**src/rtl/cc_rst_ctrl.sv**
```systemverilog
// cc_rst_ctrl: soft-reset sequencer for one core (block AXI, drain,
// hold core in reset, release with a freshly latched boot address).
// Optional: define CC_RST_CTRL_TIMEOUT_EN to bound DRAIN by DRAIN_TIMEOUT.
// Ports:
//   clk_i, rst_ni          clock, sync active-low reset
//   cfg_rst_i, cfg_boot_i  syscfg soft-reset request (low) / boot addr
//   aw/b/ar/r_last_fire_i  core master port handshakes
//   axi_block_o            gate AW/AR valid toward interconnect
//   core_rst_no            core soft reset, active-low
//   core_boot_o            core boot address
//   busy_o, done_o         not-RUN flag, release pulse
//   timeout_o              sticky drain timeout flag
module cc_rst_ctrl #(
  parameter int          RST_CYCLES    = 16,
  parameter int          OUTSTD_W      = 4,
  parameter int          DRAIN_TIMEOUT = 1024,
  parameter logic [31:0] BOOT_DEFAULT  = 32'h8000_0000
) (
  input  logic        clk_i,
  input  logic        rst_ni,
  input  logic        cfg_rst_i,
  input  logic [31:0] cfg_boot_i,
  input  logic        aw_fire_i,
  input  logic        b_fire_i,
  input  logic        ar_fire_i,
  input  logic        r_last_fire_i,
  output logic        axi_block_o,
  output logic        core_rst_no,
  output logic [31:0] core_boot_o,
  output logic        busy_o,
  output logic        done_o,
  output logic        timeout_o
);

  if (RST_CYCLES < 1 || RST_CYCLES > 255 ||
      DRAIN_TIMEOUT < 1) begin : g_param_chk
    $error("cc_rst_ctrl: illegal parameter");
  end

  typedef enum logic [1:0] {
    RUN   = 2'd0,
    DRAIN = 2'd1,
    HOLD  = 2'd2
  } state_t;

  localparam logic [7:0] HOLD_MAX = 8'(RST_CYCLES - 1);

  state_t              state;
  logic [OUTSTD_W-1:0] wr_cnt;
  logic [OUTSTD_W-1:0] rd_cnt;
  logic [7:0]          hold_cnt;
  logic                cnt_zero;
  logic                drain_exit;

  function automatic logic [OUTSTD_W-1:0] cnt_upd(
    input logic [OUTSTD_W-1:0] c,
    input logic                inc,
    input logic                dec
  );
    logic [OUTSTD_W-1:0] r;
    r = c;
    if (inc && !dec && c != '1)
      r = c + OUTSTD_W'(1);
    else if (dec && !inc && c != '0)
      r = c - OUTSTD_W'(1);
    return r;
  endfunction

  assign cnt_zero = (wr_cnt == '0) && (rd_cnt == '0);

`ifdef CC_RST_CTRL_TIMEOUT_EN
  localparam int DCW = $clog2(DRAIN_TIMEOUT + 1);
  localparam logic [DCW-1:0] DRAIN_MAX = DCW'(DRAIN_TIMEOUT - 1);

  logic [DCW-1:0] drain_cnt;
  logic           drain_tmo;

  assign drain_tmo  = drain_cnt == DRAIN_MAX;
  assign drain_exit = cnt_zero || drain_tmo;
`else
  assign drain_exit = cnt_zero;
  assign timeout_o  = 1'b0;
`endif

  always_ff @(posedge clk_i) begin
    if (!rst_ni) begin
      state       <= RUN;
      core_rst_no <= 1'b1;
      axi_block_o <= 1'b0;
      busy_o      <= 1'b0;
      done_o      <= 1'b0;
      core_boot_o <= BOOT_DEFAULT;
      wr_cnt      <= '0;
      rd_cnt      <= '0;
      hold_cnt    <= '0;
`ifdef CC_RST_CTRL_TIMEOUT_EN
      drain_cnt   <= '0;
      timeout_o   <= 1'b0;
`endif
    end else begin
      done_o <= 1'b0;
      if (state != HOLD) begin
        wr_cnt <= cnt_upd(wr_cnt, aw_fire_i, b_fire_i);
        rd_cnt <= cnt_upd(rd_cnt, ar_fire_i, r_last_fire_i);
      end
      unique case (state)
        RUN: begin
          if (!cfg_rst_i) begin
            state       <= DRAIN;
            axi_block_o <= 1'b1;
            busy_o      <= 1'b1;
`ifdef CC_RST_CTRL_TIMEOUT_EN
            drain_cnt   <= '0;
`endif
          end
        end
        DRAIN: begin
`ifdef CC_RST_CTRL_TIMEOUT_EN
          drain_cnt <= drain_cnt + DCW'(1);
          if (drain_tmo && !cnt_zero)
            timeout_o <= 1'b1;
`endif
          // reset is committed here: cfg_rst_i is not looked at
          if (drain_exit) begin
            state       <= HOLD;
            core_rst_no <= 1'b0;
            hold_cnt    <= '0;
            wr_cnt      <= '0;
            rd_cnt      <= '0;
          end
        end
        HOLD: begin
          if (hold_cnt != HOLD_MAX)
            hold_cnt <= hold_cnt + 8'd1;
          if (hold_cnt == HOLD_MAX && cfg_rst_i) begin
            state       <= RUN;
            core_rst_no <= 1'b1;
            axi_block_o <= 1'b0;
            busy_o      <= 1'b0;
            done_o      <= 1'b1;
            core_boot_o <= cfg_boot_i;
          end
        end
        default: state <= RUN;
      endcase
    end
  end

endmodule

```
**config.mk**
```make
export PLATFORM = sky130hd
export DESIGN_NAME = cc_rst_ctrl
export DESIGN_NICKNAME = d
export VERILOG_FILES = /design/src/rtl/cc_rst_ctrl.sv
export SDC_FILE = /design/constraint.sdc
export NUM_CORES = 1
export LEC_CHECK = 0
export BUFFER_PORTS_ARGS = -buffer_cell sky130_fd_sc_hd__buf_2
export CORE_ASPECT_RATIO = 0.6
export CORE_UTILIZATION = 45
export DETAILED_ROUTE_END_ITERATION = 7
export PLACE_DENSITY = 0.76
export SLEW_MARGIN = 30
export SYNTH_ARGS = -nofsm -noshare
export SYNTH_HDL_FRONTEND = slang
export SYNTH_SLANG_ARGS = --single-unit
```
**constraint.sdc**
```tcl
create_clock -name clk_i -period 2.05 [get_ports clk_i]
set_clock_uncertainty 0.15 [all_clocks]
set_input_delay 0.41 -clock clk_i [delete_from_list [all_inputs] [get_ports clk_i]]
set_output_delay 0.41 -clock clk_i [all_outputs]
set_load 0.05 [all_outputs]
```
==> results of run 1 <==
==> registers in the layout, summed over array words and instances, names as in the netlist <==
register,flops
core_rst_no,1
done_o,1
core_boot_o,32
state,2
wr_cnt,4
rd_cnt,4
hold_cnt,8
busy_o,1
==> worst max-delay path: stages (launching register included) <==
cell       delay [ps]
dfxtp_1           370
inv_1              90
ha_1              170
or3b_4            250
a22oi_2           100
a2111oi_1         560
mux2i_1           230
==> Yosys cell counts, types with 2 or more instances <==
master,n,area (µm²)
a2111oi_0,3,26.3
a211oi_1,4,30.0
a21boi_0,2,15.0
a21oi_1,10,50.1
a22o_1,33,289
a22oi_1,2,15.0
and3_1,3,18.8
buf_2,5,25.0
buf_4,2,15.0
buf_6,4,45.0
clkbuf_1,5,18.8
dfxtp_1,53,1060
ha_1,6,75.1
inv_1,9,33.8
mux2i_1,5,50.1
nand2_1,10,37.5
nand2b_1,6,37.5
nand3_1,7,35.0
nand4_1,5,31.3
nor2_1,9,33.8
nor2b_1,7,43.8
nor3_1,2,10.0
o2111ai_1,2,17.5
o21ai_0,6,30.0
or3b_1,2,17.5
or4_1,2,15.0
xnor2_1,5,43.8
==> cell type report <==
cell class	count	area, µm²	area share [%]
Multi-Input combinational cell	143	1070	38.1
Sequential cell	53	1060	37.7
Timing Repair Buffer	85	482	17.1
Tap cell	63	78.8	2.80
Clock buffer	6	72.6	2.58
Inverter	9	33.8	1.20
Clock inverter	2	15.0	0.533
==> timing repair <==
| action | in CTS | in global routing |
|---|---|---|
| resized for setup | 1 | 9 |
| gates cloned | 0 | 0 |
| buffers inserted | 0 | 0 |
| endpoints found under the setup margin | 1 | 6 |
==> per-layer routing <==
layer / vias to the layer above / track usage [%] / routed length [µm]
met5: - / 0 / 0
met4: 0 / 8.79 / 44
met3: 4 / 6.50 / 402
met2: 79 / 29.6 / 2170
met1: 886 / 26.8 / 2370
li1: 958 / - / -
==> power breakdown <==
group | total [mW] | leakage [nW] | switching [mW] | internal (mW)
clock | 0.567 | 0.0374 | 0.326 | 0.241
combinational | 0.726 | 0.800 | 0.413 | 0.313
sequential | 1.19 | 0.429 | 0.0872 | 1.10
total | 2.48 | 1.27 | 0.827 | 1.66
==> logic make-up (layout without fill, tap and decap cells) <==
logic type / Yosys count / after routing / share of synthesized area [%]
AO/OA/AOI/OAI: 67 / 67 / 23.7
XOR/XNOR: 6 / 6 / 2.35
adder cells (fa/ha/maj): 6 / 6 / 3.35
buffers and inverters: 25 / 102 / 6.14
flip-flops: 53 / 53 / 47.4
multiplexers: 5 / 5 / 2.23
other: 1 / 1 / 0.167
AND/OR/NAND/NOR: 58 / 58 / 14.7
==> worst max-delay path by stage <==
stage / from / end / slack, ps / cells past startpoint
6_report: rd_cnt[1]$_SDFF_PN0_ / rd_cnt[2]$_SDFF_PN0_ / 50 / 6
5_1_grt: rd_cnt[1]$_SDFF_PN0_ / rd_cnt[2]$_SDFF_PN0_ / -60 / 6
4_1_cts: wr_cnt[0]$_SDFF_PN0_ / wr_cnt[2]$_SDFF_PN0_ / 30 / 6
3_5_place_dp: aw_fire_i / wr_cnt[2]$_SDFF_PN0_ / -140 / 5
3_3_place_gp: ar_fire_i / rd_cnt[2]$_SDFF_PN0_ / 80 / 5
2_1_floorplan: rd_cnt[0]$_SDFF_PN0_ / rd_cnt[2]$_SDFF_PN0_ / 140 / 7
==> through the flow <==
stage                     instances  total power [mW]  worst slack (ps)  area (µm²)  setup TNS, ps
after floorplan                 221              1.67               142        2240              0
after global placement          353              1.85              79.0        2700              0
after detailed placement        353              1.87              -142        2700           -175
after CTS                       361              2.43              27.2        2780              0
after global routing            361              2.64             -61.1        2820          -61.1
final                           361              2.48              54.3        2820              0
==> summary.txt, run 1 <==
Finish
  • Area delta synth->final: 25.8%
  • N_diodes: 0
  • Final #Nets: 342
  • Most frequent cells in the layout: 74 x buf_2, 53 x dfxtp_1, 33 x a22o_1
  • Final core utilization: 60.1%
  • Fillcell total: 402
  • Fraction of layout cells with a size suffix above 1: 34.6%
  • Leading cell type in the layout, fill and taps excluded: buf_2

Global route
  • Initial antenna violation count: 0
  • Pin count of the biggest net entering global routing: 33
  • Global-route wire length before repair: 8140 µm
  • Number of global-route vias before repair: 1750
  • Overall Global Routing Usage: 20.1%
  • Total grt overflow: 0

Place
  • Final RePlAce weighted congestion: 0.927
  • Post-DP HPWL: 3600 µm
  • Port Buffers: 74

STA
  • Fmax: 501 MHz
  • Final Critical Period: 2000 ps
  • Worst Tran Pin Value: 583 ps
  • Final Hold Viols: 0
  • Max-slew headroom: 61.0%
  • Final hold slack: 158 ps
  • Final Cycle Share: 97.4%
  • Final Slew Violations: 0
  • Finish-stage setup viols: 0

Floorplan
  • Die area: 5270 µm²
  • I/O pins: 76
  • # rows: 19
  • DIE HEIGHT: 56.6 µm
  • Core area: 4680 µm²
  • Die W: 93.1 µm
  • Initial Util: 47.8%

Worst setup path
  • Arr. time, crit path: 2080 ps
  • Worst Setup End Kind: flop
  • Reg2reg setup slack: 50 ps
  • Worst EP required: 2130 ps
  • Worst-path fanout max: 4
  • Critical path class: flop to flop
  • Worst R2R End: rd_cnt[2]$_SDFF_PN0_
  • Reg-to-Reg Start: rd_cnt[1]$_SDFF_PN0_
  • Worst R2R Path Depth: 6
  • Worst setup SP type: flop

Synth
  • Asr flop ratio synth: 0%
  • Netlist Area Pre-Place: 2240 µm²
  • Post-synth EDFFs: 0
  • Library cells used by synthesis: 39
  • Post-synth top flop: dfxtp_1
  • Ys Warns: 0
  • Mean post-synth cell area: 10.1 µm²
  • Post-synthesis net count: 266
  • Register area share after synthesis: 47.4%
  • Post-synthesis cell count: 221
  • #FFs+latches synth: 53

Clocking
  • Clk Latency, worst-skew pair: 300 ps
  • Worst-path clk slew: 90 ps
  • CTS tree: done
  • Clock Tree Root: clkbuf_8
  • Clock Path Buffers: 2
  • # H-tree levels: 2
  • Cts bufs inserted: 5
  • # clock sinks: 53
  • Cts hold-fix bufs: 0

Drt
  • DR pass1 iterations: 4
  • DRC Markers: 0
  • Post-Route WL: 4990 µm
  • Drt wl/cell: 13.8 µm
  • Via-to-Cell Ratio: 5.34
  • Initial DRC count: 102
  • Post-route ant nets: 0
  • Vias: 1927

Power and ir drop
  • P_leak: 1.27 nW
  • Total power per unit cell area: 882 nW/µm²
  • VDD IR max: 0.359 mV

Min path
  • Hold path depth: 2
  • Hold WC Path Type: input port to flop
  • Hold endpoint: core_boot_o[1]$_SDFFE_PN0P_
  • Hold path start: cfg_boot_i[1]

Flow run
  • Max cap viols: 0

Outcome
  • Status: finished clean
(Power assumes the default switching activity.)
==> run 2: changes to the inputs <==
clock period = 1.6 ns   (was 2.05 ns; I/O delays follow)
==> summary.txt, run 2 (synthesized netlist as in run 1, its figures left out) <==
STA
  • Final Hold Viols: 0 (unchanged)
  • RSZ-0062 raised after global routing: yes
  • Final Cycle Share: 114% (+17 points)
  • Finish-stage setup viols: 53 (+53)
  • Final hold slack: 48.5 ps (-110 ps)
  • Fmax: 546 MHz (+9.0%)
  • Final Critical Period: 1830 ps (-164 ps)
  • Final Slew Violations: 0 (unchanged)
  • Worst setup margin: -232 ps (-286 ps)

Finish
  • Finished layout cell area: 3410 µm² (+21%)
  • N_diodes: 0 (unchanged)
  • Fillcell total: 301 (-25%)
  • Final core utilization: 72.9% (+13 points)
  • Area of the multi-input gates: 1230 µm² (+14%)
  • Max reg flops: 32 (unchanged)
  • Final #Nets: 390 (+14%)
  • Area delta synth->final: 52.5%
  • Reg area: 1070 µm² (+0.94%)
  • Reg with most FFs: core_boot_o
  • Largest registers: core_boot_o: 32 flops, hold_cnt: 8 flops
  • Fraction of layout cells with a size suffix above 1: 52.9% (+18 points)
  • Most frequent cells in the layout: 74 x buf_2, 45 x dfxtp_1, 44 x buf_4
  • Leading cell type in the layout, fill and taps excluded: buf_2

Global route
  • Met1 Use GR: 36.4% (+9.6 points)
  • Total grt overflow: 0 (unchanged)
  • Grt peak-use layer: met2
  • Overall Global Routing Usage: 28.0% (+7.9 points)
  • Initial antenna violation count: 0 (unchanged)
  • GR Util met2: 45.1% (+15 points)
  • Pin count of the biggest net entering global routing: 19 (-42%)
  • Met3 usage: 6.50% (unchanged)
  • Number of global-route vias before repair: 2235 (+28%)
  • Global-route wire length before repair: 11100 µm (+36%)

Worst setup path
  • Crit path buf inv count: 3 (+2)
  • Arr. time, crit path: 1940 ps (-140 ps)
  • Crit-path slowest cell: or3b_4
  • Worst EP required: 1710 ps (-420 ps)
  • Most used cell, CP: buf_6
  • Worst-path fanout max: 5 (+1)
  • Worst path cell trace: inv_2 > ha_4 > or3b_4 > buf_6 > nor2_4 > nand2_2 > buf_6 > a21oi_2
  • Worst Setup SP: wr_cnt[0]$_SDFF_PN0_
  • Crit path max-delay family: simple AND/OR/NAND/NOR gates
  • Worst setup SP type: flop
  • Reg-to-Reg Start: wr_cnt[0]$_SDFF_PN0_
  • Critical path class: flop to flop
  • Slowest Stage Delay on Critical Path: 410 ps (-150 ps)
  • Worst Setup End Kind: flop

Floorplan
  • Initial Util: 47.8% (unchanged)
  • # rows: 19 (unchanged)
  • Core area: 4680 µm² (unchanged)
  • Die area: 5270 µm² (unchanged)
  • DIE HEIGHT: 56.6 µm (unchanged)
  • Die W: 93.1 µm (unchanged)
  • I/O pins: 76 (unchanged)

Drt
  • Vias: 2234 (+16%)
  • DRC Markers: 0 (unchanged)
  • Post-route ant nets: 0 (unchanged)
  • Drt wl/cell: 16.8 µm (+22%)
  • Post-Route WL: 6880 µm (+38%)
  • Via-to-Cell Ratio: 5.46 (+2.3%)
  • Initial DRC count: 129 (+26%)
  • DR pass1 iterations: 4 (unchanged)

Place
  • Final RePlAce weighted congestion: 0.895 (-3.4%)
  • Post-DP HPWL: 3840 µm (+6.6%)
  • Placed Area: 2950 µm² (+9.3%)
  • Port Buffers: 74 (unchanged)

Power and ir drop
  • P_leak: 1.55 nW (+22%)
  • VDD IR max: 0.799 mV (+120%)
  • Sw frac: 33.9% (+0.60 points)
  • Combinational Power Share: 37.1% (+7.8 points)
  • Clk pwr share: 24.6% (+1.8 points)
  • Switching power total: 1.33 mW (+61%)
  • Total power per unit cell area: 1150 nW/µm² (+30%)
  • Power Internal: 2.59 mW (+57%)
  • Reg power frac: 38.3% (-9.6 points)

Clocking
  • Worst-path clk slew: 110 ps (+20 ps)
  • Clock Tree Root: clkbuf_8
  • Cts bufs inserted: 5 (unchanged)
  • Clk Latency, worst-skew pair: 320 ps (+20 ps)
  • Clock Path Buffers: 2 (unchanged)
  • CTS tree: done
  • # H-tree levels: 2 (unchanged)
  • # clock sinks: 53 (unchanged)

Outcome
  • Failing checks: setup timing
  • Status: complete, but fails checks

Flow run
  • Max cap viols: 0 (unchanged)

Min path
  • Hold path start: cfg_boot_i[27]
  • Hold WC Path Type: input port to flop
==> run 2: cell types whose count changed in the layout (fill, tap and decap cells not counted), moves of 4 or more <==
cell     delta
inv_1       -4
dfxtp_2     +8
dfxtp_1     -8
a21oi_2     +6
inv_2       +4
a21oi_1     -6
buf_4      +36
buf_6      +10
==> run 2: worst register-to-register path, stage by stage, from the launching register on <==
cell and delay [ps]:
dfxtp_2 350, inv_2 80, ha_4 140, or3b_4 410, buf_6 150, nor2_4 160
nand2_2 110, buf_6 130, a21oi_2 110
==> run 2: per-stage QoR <==
| stage | setup WS, ps | cells | setup TNS (ps) | power, mW |
|---|---|---|---|---|
| 2_1_floorplan | -250 | 221 | -6030 | 2.22 |
| 3_3_place_gp | -275 | 382 | -10150 | 2.57 |
| 3_5_place_dp | -324 | 382 | -11090 | 2.61 |
| 4_1_cts | -197 | 413 | -8470 | 3.78 |
| 5_1_grt | -284 | 409 | -10940 | 4.09 |
| 6_report | -232 | 409 | -8360 | 3.92 |
==> run 2: cell type report <==
cell class / instances / share of cell area [%]
repair buffers: 132 / 25.9
well taps: 63 / 2.31
multi-input cells: 144 / 35.9
clock inverters: 3 / 1.47
flip-flops and latches: 53 / 31.4
inverters: 9 / 0.989
clock buffers: 5 / 2.02
==> run 2: worst paths after layout <==
path | endpoint | slack, ps | cells after the start
setup / recovery | state[1]$_SDFFE_PN0P_ | -230 | 8
hold / removal | core_boot_o[27]$_SDFFE_PN0P_ | 50 | 2
setup reg to reg | state[1]$_SDFFE_PN0P_ | -230 | 8
hold reg to reg | core_boot_o[31]$_SDFFE_PN1P_ | 310 | 2
==> run 2: timing repair <==
item	CTS	global route
cloned	8	0
resized for setup	36	22
endpoints found under the setup margin	53	53
pin swaps	17	21
buffers inserted	15	6
hold buffers	0	0
==> run 2: layer usage <==
| metal | up-vias | part of all wire, % |
|---|---|---|
| li1 | 1061 | - |
| met3 | 10 | 6.2 |
| met2 | 97 | 47 |
| met5 | - | 0 |
| met4 | 0 | 1.3 |
| met1 | 1066 | 46 |
==> run 2: power groups by stage <==
stage          Combinational (mW)  Sequential [mW]  Clock [mW]
2_1_floorplan               0.641             1.58           0
3_3_place_gp                 1.06             1.52           0
3_5_place_dp                 1.08             1.52           0
4_1_cts                      1.32             1.50       0.968
5_1_grt                      1.55             1.51        1.03
6_report                     1.46             1.50       0.963
